**config.mk**
```make
export PLATFORM = sky130hd
export DESIGN_NAME = prdt_resolve
export DESIGN_NICKNAME = d
export VERILOG_FILES = /design/src/rtl/prdt_resolve.sv
export SDC_FILE = /design/constraint.sdc
export NUM_CORES = 1
export LEC_CHECK = 0
export BUFFER_PORTS_ARGS = -buffer_cell sky130_fd_sc_hd__buf_2
export CORE_UTILIZATION = 50
export DETAILED_ROUTE_END_ITERATION = 7
export PLACE_DENSITY_LB_ADDON = 0.12
export SETUP_SLACK_MARGIN = 0.05
export SLEW_MARGIN = 20
export SYNTH_ARGS = -nofsm -noshare
export SYNTH_HDL_FRONTEND = slang
export SYNTH_SLANG_ARGS = --single-unit
```
**constraint.sdc**
```tcl
create_clock -name clk -period 6.3 [get_ports clk]
set_input_delay 1.575 -clock clk [delete_from_list [all_inputs] [get_ports clk]]
set_output_delay 1.575 -clock clk [all_outputs]
set_load 0.01 [all_outputs]
```
**src/rtl/prdt_resolve.sv**
```systemverilog
// Branch-prediction resolution: in-order queue of fetch-side predictions checked
// against execute outcomes, with one-cycle mispredict flush/redirect and perf counters.
module prdt_resolve #(
  parameter int DEPTH = 4
) (
  input  logic        clk,
  input  logic        rst_n,
  input  logic        push_valid_i,
  input  logic        push_taken_i,
  input  logic [31:0] push_addr_i,
  input  logic [31:0] push_pc_i,
  output logic        full_o,
  input  logic        resolve_valid_i,
  input  logic        resolve_taken_i,
  input  logic [31:0] resolve_addr_i,
  input  logic        flush_i,
  output logic        flush_o,
  output logic [31:0] redirect_addr_o,
  output logic        overflow_o,
  output logic [31:0] branch_cnt_o,
  output logic [31:0] mispredict_cnt_o
);

  localparam int AW = $clog2(DEPTH);
  localparam logic [AW:0] PTR_ONE = (AW+1)'(1);

  logic [AW:0]   wr_ptr, rd_ptr;
  logic          taken_mem [DEPTH];
  logic [31:0]   addr_mem  [DEPTH];
  logic [31:0]   pc_mem    [DEPTH];

  logic          empty, full, pop, mispredict, push_ok, ovf_set;
  logic          h_taken;
  logic [31:0]   h_addr, h_pc, redirect_nxt;
  logic [AW:0]   rd_ptr_inc;

  logic          vld_p1;
  logic [31:0]   redirect_p1;
  logic          overflow_q;
  logic [31:0]   branch_cnt_q, mispredict_cnt_q;

  // Fall-through fetch address; wraps naturally at 2^32.
  function automatic logic [31:0] seq_pc(input logic [31:0] pc);
    return pc + 32'd4;
  endfunction

  // Stage p0: head compare and push/pop decisions
  always_comb begin
    empty        = (wr_ptr == rd_ptr);
    full         = (wr_ptr[AW] != rd_ptr[AW]) && (wr_ptr[AW-1:0] == rd_ptr[AW-1:0]);
    h_taken      = taken_mem[rd_ptr[AW-1:0]];
    h_addr       = addr_mem[rd_ptr[AW-1:0]];
    h_pc         = pc_mem[rd_ptr[AW-1:0]];
    rd_ptr_inc   = rd_ptr + PTR_ONE;
    pop          = resolve_valid_i && !empty && !flush_i;
    mispredict   = pop && ((resolve_taken_i != h_taken) ||
                           (resolve_taken_i && h_taken && (resolve_addr_i != h_addr)));
    // A push alongside a mispredict is wrong-path: dropped without flagging overflow.
    push_ok      = push_valid_i && (!full || pop) && !mispredict && !flush_i;
    ovf_set      = push_valid_i && full && !pop && !flush_i;
    redirect_nxt = resolve_taken_i ? resolve_addr_i : seq_pc(h_pc);
  end

  always_ff @(posedge clk) begin
    if (push_ok) begin
      taken_mem[wr_ptr[AW-1:0]] <= push_taken_i;
      addr_mem[wr_ptr[AW-1:0]]  <= push_addr_i;
      pc_mem[wr_ptr[AW-1:0]]    <= push_pc_i;
    end
  end

  // Stage p1: registered pointers, flush pulse, redirect and counters
  always_ff @(posedge clk or negedge rst_n) begin
    if (!rst_n) begin
      wr_ptr           <= '0;
      rd_ptr           <= '0;
      vld_p1           <= 1'b0;
      redirect_p1      <= 32'h0;
      overflow_q       <= 1'b0;
      branch_cnt_q     <= 32'h0;
      mispredict_cnt_q <= 32'h0;
    end else begin
      vld_p1 <= mispredict;
      if (flush_i) begin
        wr_ptr <= '0;
        rd_ptr <= '0;
      end else if (mispredict) begin
        rd_ptr <= rd_ptr_inc;
        wr_ptr <= rd_ptr_inc;
      end else begin
        if (push_ok) wr_ptr <= wr_ptr + PTR_ONE;
        if (pop)     rd_ptr <= rd_ptr_inc;
      end
      if (mispredict) begin
        redirect_p1      <= redirect_nxt;
        mispredict_cnt_q <= mispredict_cnt_q + 32'd1;
      end
      if (pop)     branch_cnt_q <= branch_cnt_q + 32'd1;
      if (ovf_set) overflow_q   <= 1'b1;
    end
  end

  assign full_o           = full;
  assign flush_o          = vld_p1;
  assign redirect_addr_o  = redirect_p1;
  assign overflow_o       = overflow_q;
  assign branch_cnt_o     = branch_cnt_q;
  assign mispredict_cnt_o = mispredict_cnt_q;

endmodule

```
== After elaboration in Yosys (flattened, before gate mapping) ==
Memory sizes are Yosys's and may differ from the RTL's.
Cells that the tools add are included.
Word-level totals
  register bits: 104
  bits in latches: 0
  bits in writable memories: 260
  bits in read-only memories: 0
  bits of input ports: 103
  memories: 3
Cells by class
  add/sub/neg operators: 5
  multipliers: 0
  divide/modulo/power cells: 0
  $lt $le $gt $ge: 0
  eq/ne operators: 5
  shift operators: 0
  multiplexer cells: 9
  bitwise logic cells: 0
  reductions and logical operators: 21
Memory list
  addr_mem: depth 4, bits a word 32, read ports 1, clocked after memory_dff 0, write ports 1, RTL line 29  | logic [31:0] addr_mem [DEPTH];
  pc_mem: depth 4, bits a word 32, read ports 1, clocked after memory_dff 0, write ports 1, RTL line 30  | logic [31:0] pc_mem [DEPTH];
  taken_mem: depth 4, bits a word 1, read ports 1, clocked after memory_dff 0, write ports 1, RTL line 28  | logic taken_mem [DEPTH];
Operators by type and width (number)
  32-bit by 1-bit adder with 32-bit output, second input constant: 2
  32-bit by 3-bit adder with 32-bit output, second input constant: 1
  32-bit two-way mux: 1
  32-bit != test: 1
  3-bit two-way mux: 6
  1-bit logical AND: 12
  3-bit by 1-bit adder with 3-bit output, second input constant: 2
  3-bit nonzero test: 2
  1-bit zero test: 5
  3-bit equality test: 1
  2-bit equality test: 1
  1-bit logical OR: 2
  1-bit two-way mux: 2
  1-bit != test: 2

== Logic depth before layout (Yosys ltp) ==
  word-level depth: 11
  depth in mapped cells: 16
  gate-level depth less buffers: 9

== Worst setup path before layout ==
Ideal clock, no wire load.
  path type: reg2reg
  start point: reg rd_ptr[0]
  end point: mem addr_mem[3][0] (enable)
  library setup time: 0.488 ns
  arrival time: 5.614 ns
  setup slack: 0.198 ns
  cell stages (with the launch flop): 16
  buffers on the path: 7
  period minus slack after synthesis: 6.102 ns
  cell sequence: dfrtp_1 > buf_6 > buf_8 > buf_12 > buf_6 > buf_4 > mux4_2 > ha_1 > nor2b_1 > a22oi_1 > nor4_1 > a31o_1 > buf_6 > inv_2 > buf_6 > nor2_1
On the way
  longest elaborated chain between the ends: 10
  elaborated cells between the ends (all ways): 22
  classes of those cells: eq/ne: 4; mux: 2; reduce/logical: 14; memory: 2
Ends and longest elaborated chain
  start: declaration: RTL line 27  | logic [AW:0] wr_ptr, rd_ptr;
  start signal: assignment: RTL line 88  | rd_ptr <= rd_ptr_inc;
  start signal: assignment: RTL line 92  | if (pop) rd_ptr <= rd_ptr_inc;
  memory read 4 x 32 bit, or another cell as far along
  32-bit != test, or another cell as far along: RTL line 57  | (resolve_taken_i && h_taken && (resolve_addr_i != h_addr)));
  1-bit logical AND (on tied branches): RTL line 57, 55
  1-bit logical OR / 1-bit logical AND (equally long branches): RTL line 56, 55
  1-bit logical AND *: RTL line 56  | mispredict = pop && ((resolve_taken_i != h_taken) ||
  named net mispredict: RTL line 32  | logic empty, full, pop, mispredict, push_ok, ovf_set;
  1-bit zero test *: RTL line 59  | push_ok = push_valid_i && (!full || pop) && !mispredict && !flush_i;
  1-bit logical AND * (2 in series): RTL line 59
  1-bit two-way mux *: RTL line 65  | if (push_ok) begin
  1-bit two-way mux (implied by the code) *: RTL line 67  | addr_mem[wr_ptr[AW-1:0]] <= push_addr_i;
  end: declaration: RTL line 29
The timed path passes the listed nets; every way through them passes the cells marked *.

== Final worst setup path ==
  start point: reg rd_ptr[0]
  end point: mem addr_mem[0][5] (enable)
On the way
  longest elaborated chain between the ends: 10
  elaborated cells between the ends (all ways): 22
  classes of those cells: eq/ne: 4; mux: 2; reduce/logical: 14; memory: 2
Ends and longest elaborated chain (RTL line)
  memory read 4 x 32 bit, or another cell as far along
  32-bit != test, or another cell as far along: 57
  1-bit logical AND (on tied branches): 57, 55
  1-bit logical OR / 1-bit logical AND (equally long branches): 56, 55
  1-bit logical AND / 1-bit logical OR (equally long branches): 56, 59
  1-bit zero test / 1-bit logical AND (equally long branches): 59
  1-bit logical AND * (2 in series): 59
  1-bit two-way mux *: 65
  1-bit two-way mux (implied by the code) *: 67
Every way passes the cells marked *; elsewhere a longest branch is shown, timed or not.

==> flow_summary.ini <==
[yosys]
yosysMostFrequentCell = edfxtp_1
ys_async_sr_fraction = 0.286
synth_cell_types = 56
yosys.area.top_type = edfxtp_1
ys_top_cells_by_count = edfxtp_1, dfrtp_1, xnor2_1
synth_cells = 944
synth_edf_count = 260
synthTopCellsByArea = edfxtp_1, dfrtp_1, mux4_2
ys_ff_latch = 364
syn-mean-instance-area_um2 = 16.3
yosysWarnings = 0
synth_flop_cell = edfxtp_1
yosysSeqAreaShare = 0.676
syn_area_mm2 = 0.0154
synth_nets = 1056
yosysTopAreaCellShare = 0.507

[global_routing]
use_met2 = 0.352
grt_overflow_total = 0
met3_usage = 0.0390
grt_pass1_wl_um = 51800
grt_pass1_vias = 8671
grt.total_usage = 0.221
antenna_found_initial = 3
grt_busiest_layer = met2
grt_max_degree = 91
grtUsageMet1 = 0.314

[place]
dpl-instance-area_mm2 = 0.0168
numPortBuffers = 201
gp_congestion = 0.799
post-dp-hpwl_um = 23200
dpl_worst_slack_ns = 1.60

[timing]
slew_headroom = 0.408
hold_viol = 0
max_slew.worst_pin.slew_ns = 0.888
finalCritPeriodShare = 0.732
max_freq_ghz = 0.217
drv_slew = 0
setup_tns_ns = 0
min_period_ns = 4.61
layout_setup_ws_ns = 1.69
rsz0062_at_grt = false
finClkSkew_ns = 0.0130
setup_viol = 0

[floorplan]
rows = 63
ioPinCount = 202
dieArea_mm2 = 0.0315
fp.dieH_um = 178
die_w_um = 178
start_util = 0.514
coreArea_mm2 = 0.0300

[outcome]
status = completed

[setup_path]
critical-path-slowest-cell = dfrtp_4
path_cells = buf_4 > mux4_2 > xnor2_1 > nand4_1 > nor4_1 > a31o_4 > inv_2 > nor2_1 > and2_2 > buf_12
start_kind = flip-flop
critPathRequiredTime_ns = 6.50
crit_fanout = 45
end_kind = flip-flop
crit_cells = 10
cp_slowest_stage_delay_ns = 0.97
reg2reg_depth = 10
path_class = reg2reg
critPathTopFamily = simple AND/OR/NAND/NOR gates
cp.arrival_ns = 4.81
cp_num_buf_inv = 3

[clock_tree]
clk_pin_slew_worst_paths_ns = 0.06
cts_setup_buffers = 0
root_buffer = clkbuf_16
cts.sinks = 364
cts_buffers = 39
tritoncts = built
h-tree-depth = 2
clock_latency_ns = 0.52
ctsHoldBuffers = 0
cts_resized = 0
clk_path_buf_depth = 3

[detailed_routing]
via_per_inst = 5.56
num_vias = 8811
wl_per_cell_um = 21.5
drt_first_pass_iters = 5
drc = 0
drtIter0Drc = 685
antenna_left = 0
drt_wl_total_um = 34100

[finish]
stdcell_area_mm2 = 0.0181
area_growth_pct = 17.2
nFillCells = 2276
nets = 1276
layout-drive-gt1-share = 0.296

[power]
total_power_mw = 6.75
vdd_ir_drop_max_mv = 0.267
p_leak_nw = 7.06
p_per_area_mw_per_mm2 = 374

[min_path]
hold_class = reg2reg
holdPathStages = 1

[run]
drv_cap = 0
[routing by layer]
| metal | share of wire | routed length (µm) |
|---|---|---|
| met5 | 0.00038 | 13 |
| met4 | 0.022 | 766 |
| met3 | 0.059 | 2020 |
| met2 | 0.48 | 16300 |
| met1 | 0.44 | 15000 |
[flip-flops by register name, summed over array words and instances (netlist names)]
signal	count
overflow_o	1
branch_cnt_o	32
addr_mem	128
flush_o	1
rd_ptr	3
pc_mem	128
taken_mem	4
wr_ptr	3
mispredict_cnt_o	32
redirect_addr_o	32
[worst paths after layout]
path	start	end	slack (ns)
setup / recovery	rd_ptr[0]	addr_mem[0][5]	1.69
hold / removal	branch_cnt_o[31]	branch_cnt_o[31]	0.47
setup reg to reg	rd_ptr[0]	addr_mem[0][5]	1.69
hold reg to reg	branch_cnt_o[31]	branch_cnt_o[31]	0.47
max in group asynchronous	rst_n	rd_ptr[0]	3.94
min in group asynchronous	rst_n	mispredict_cnt_o[22]	1.14
[placed cells by master (no fill, tap or decap), types with 3 or more instances in the layout]
cell type,Yosys,layout
nor4_1,11,11
mux2_4,4,4
nand2_1,70,70
ha_1,9,9
and4_1,4,4
xnor2_1,71,71
mux2i_1,24,24
or2_2,3,3
buf_2,8,200
dfrtp_1,104,102
and3_1,13,13
nand4_1,22,22
mux4_2,50,50
buf_4,6,12
nor2_1,45,44
clkinv_1,0,7
nor3_2,3,3
bufinv_16,0,4
nand3_1,25,25
a21oi_1,8,8
o21ai_0,32,32
and2_2,1,4
nor3_1,21,21
o21ai_1,3,3
mux4_1,14,14
clkbuf_1,7,7
inv_1,17,17
edfxtp_1,260,260
clkinv_2,0,9
clkbuf_16,0,41
xor2_1,60,60
[worst reg2reg max path, delay by kind of cell (launching register included)]
family                    cells  cell delay (ns)
buffers and inverters         3             0.96
muxes                         1             0.56
AOI/OAI and AO/OA             1             0.22
and+or+nand+nor               4             1.40
DFF                           1             0.97
xor gates and xnor gates      1             0.15
[power by group]
part	switching [mW]	internal, mW
clock network	0.896	1.37
registers	0.217	2.86
logic	0.763	0.640
[kinds of logic after synthesis]
group / synth area share
multiplexers: 0.117
adder cells (fa/ha/maj): 0.00731
flip-flops: 0.676
AND/OR/NAND/NOR: 0.0840
buffers and inverters: 0.0222
XOR/XNOR: 0.0762
AO/OA/AOI/OAI: 0.0175
[final cells by class]
cell class | instances | area [µm²] | share of cell area
flip-flops and latches | 364 | 10400 | 0.577
multi-input cells | 527 | 4680 | 0.259
repair buffers | 214 | 1130 | 0.0626
clock buffers | 50 | 1080 | 0.0598
well taps | 390 | 488 | 0.0270
clock inverters | 21 | 199 | 0.0110
inverters | 18 | 67.6 | 0.00374
diodes | 2 | 5.00 | 0.000277
[per-stage QoR]
stage,util,hold slack (ns),std cells
6_report,0.603,0.466,1586
5_1_grt,0.603,0.490,1585
4_1_cts,0.603,0.477,1584
3_5_place_dp,0.560,0.466,1513
3_3_place_gp,0.560,0.452,1513
2_1_floorplan,-,0.501,944
No activity file was read; power rests on OpenSTA's default activity.
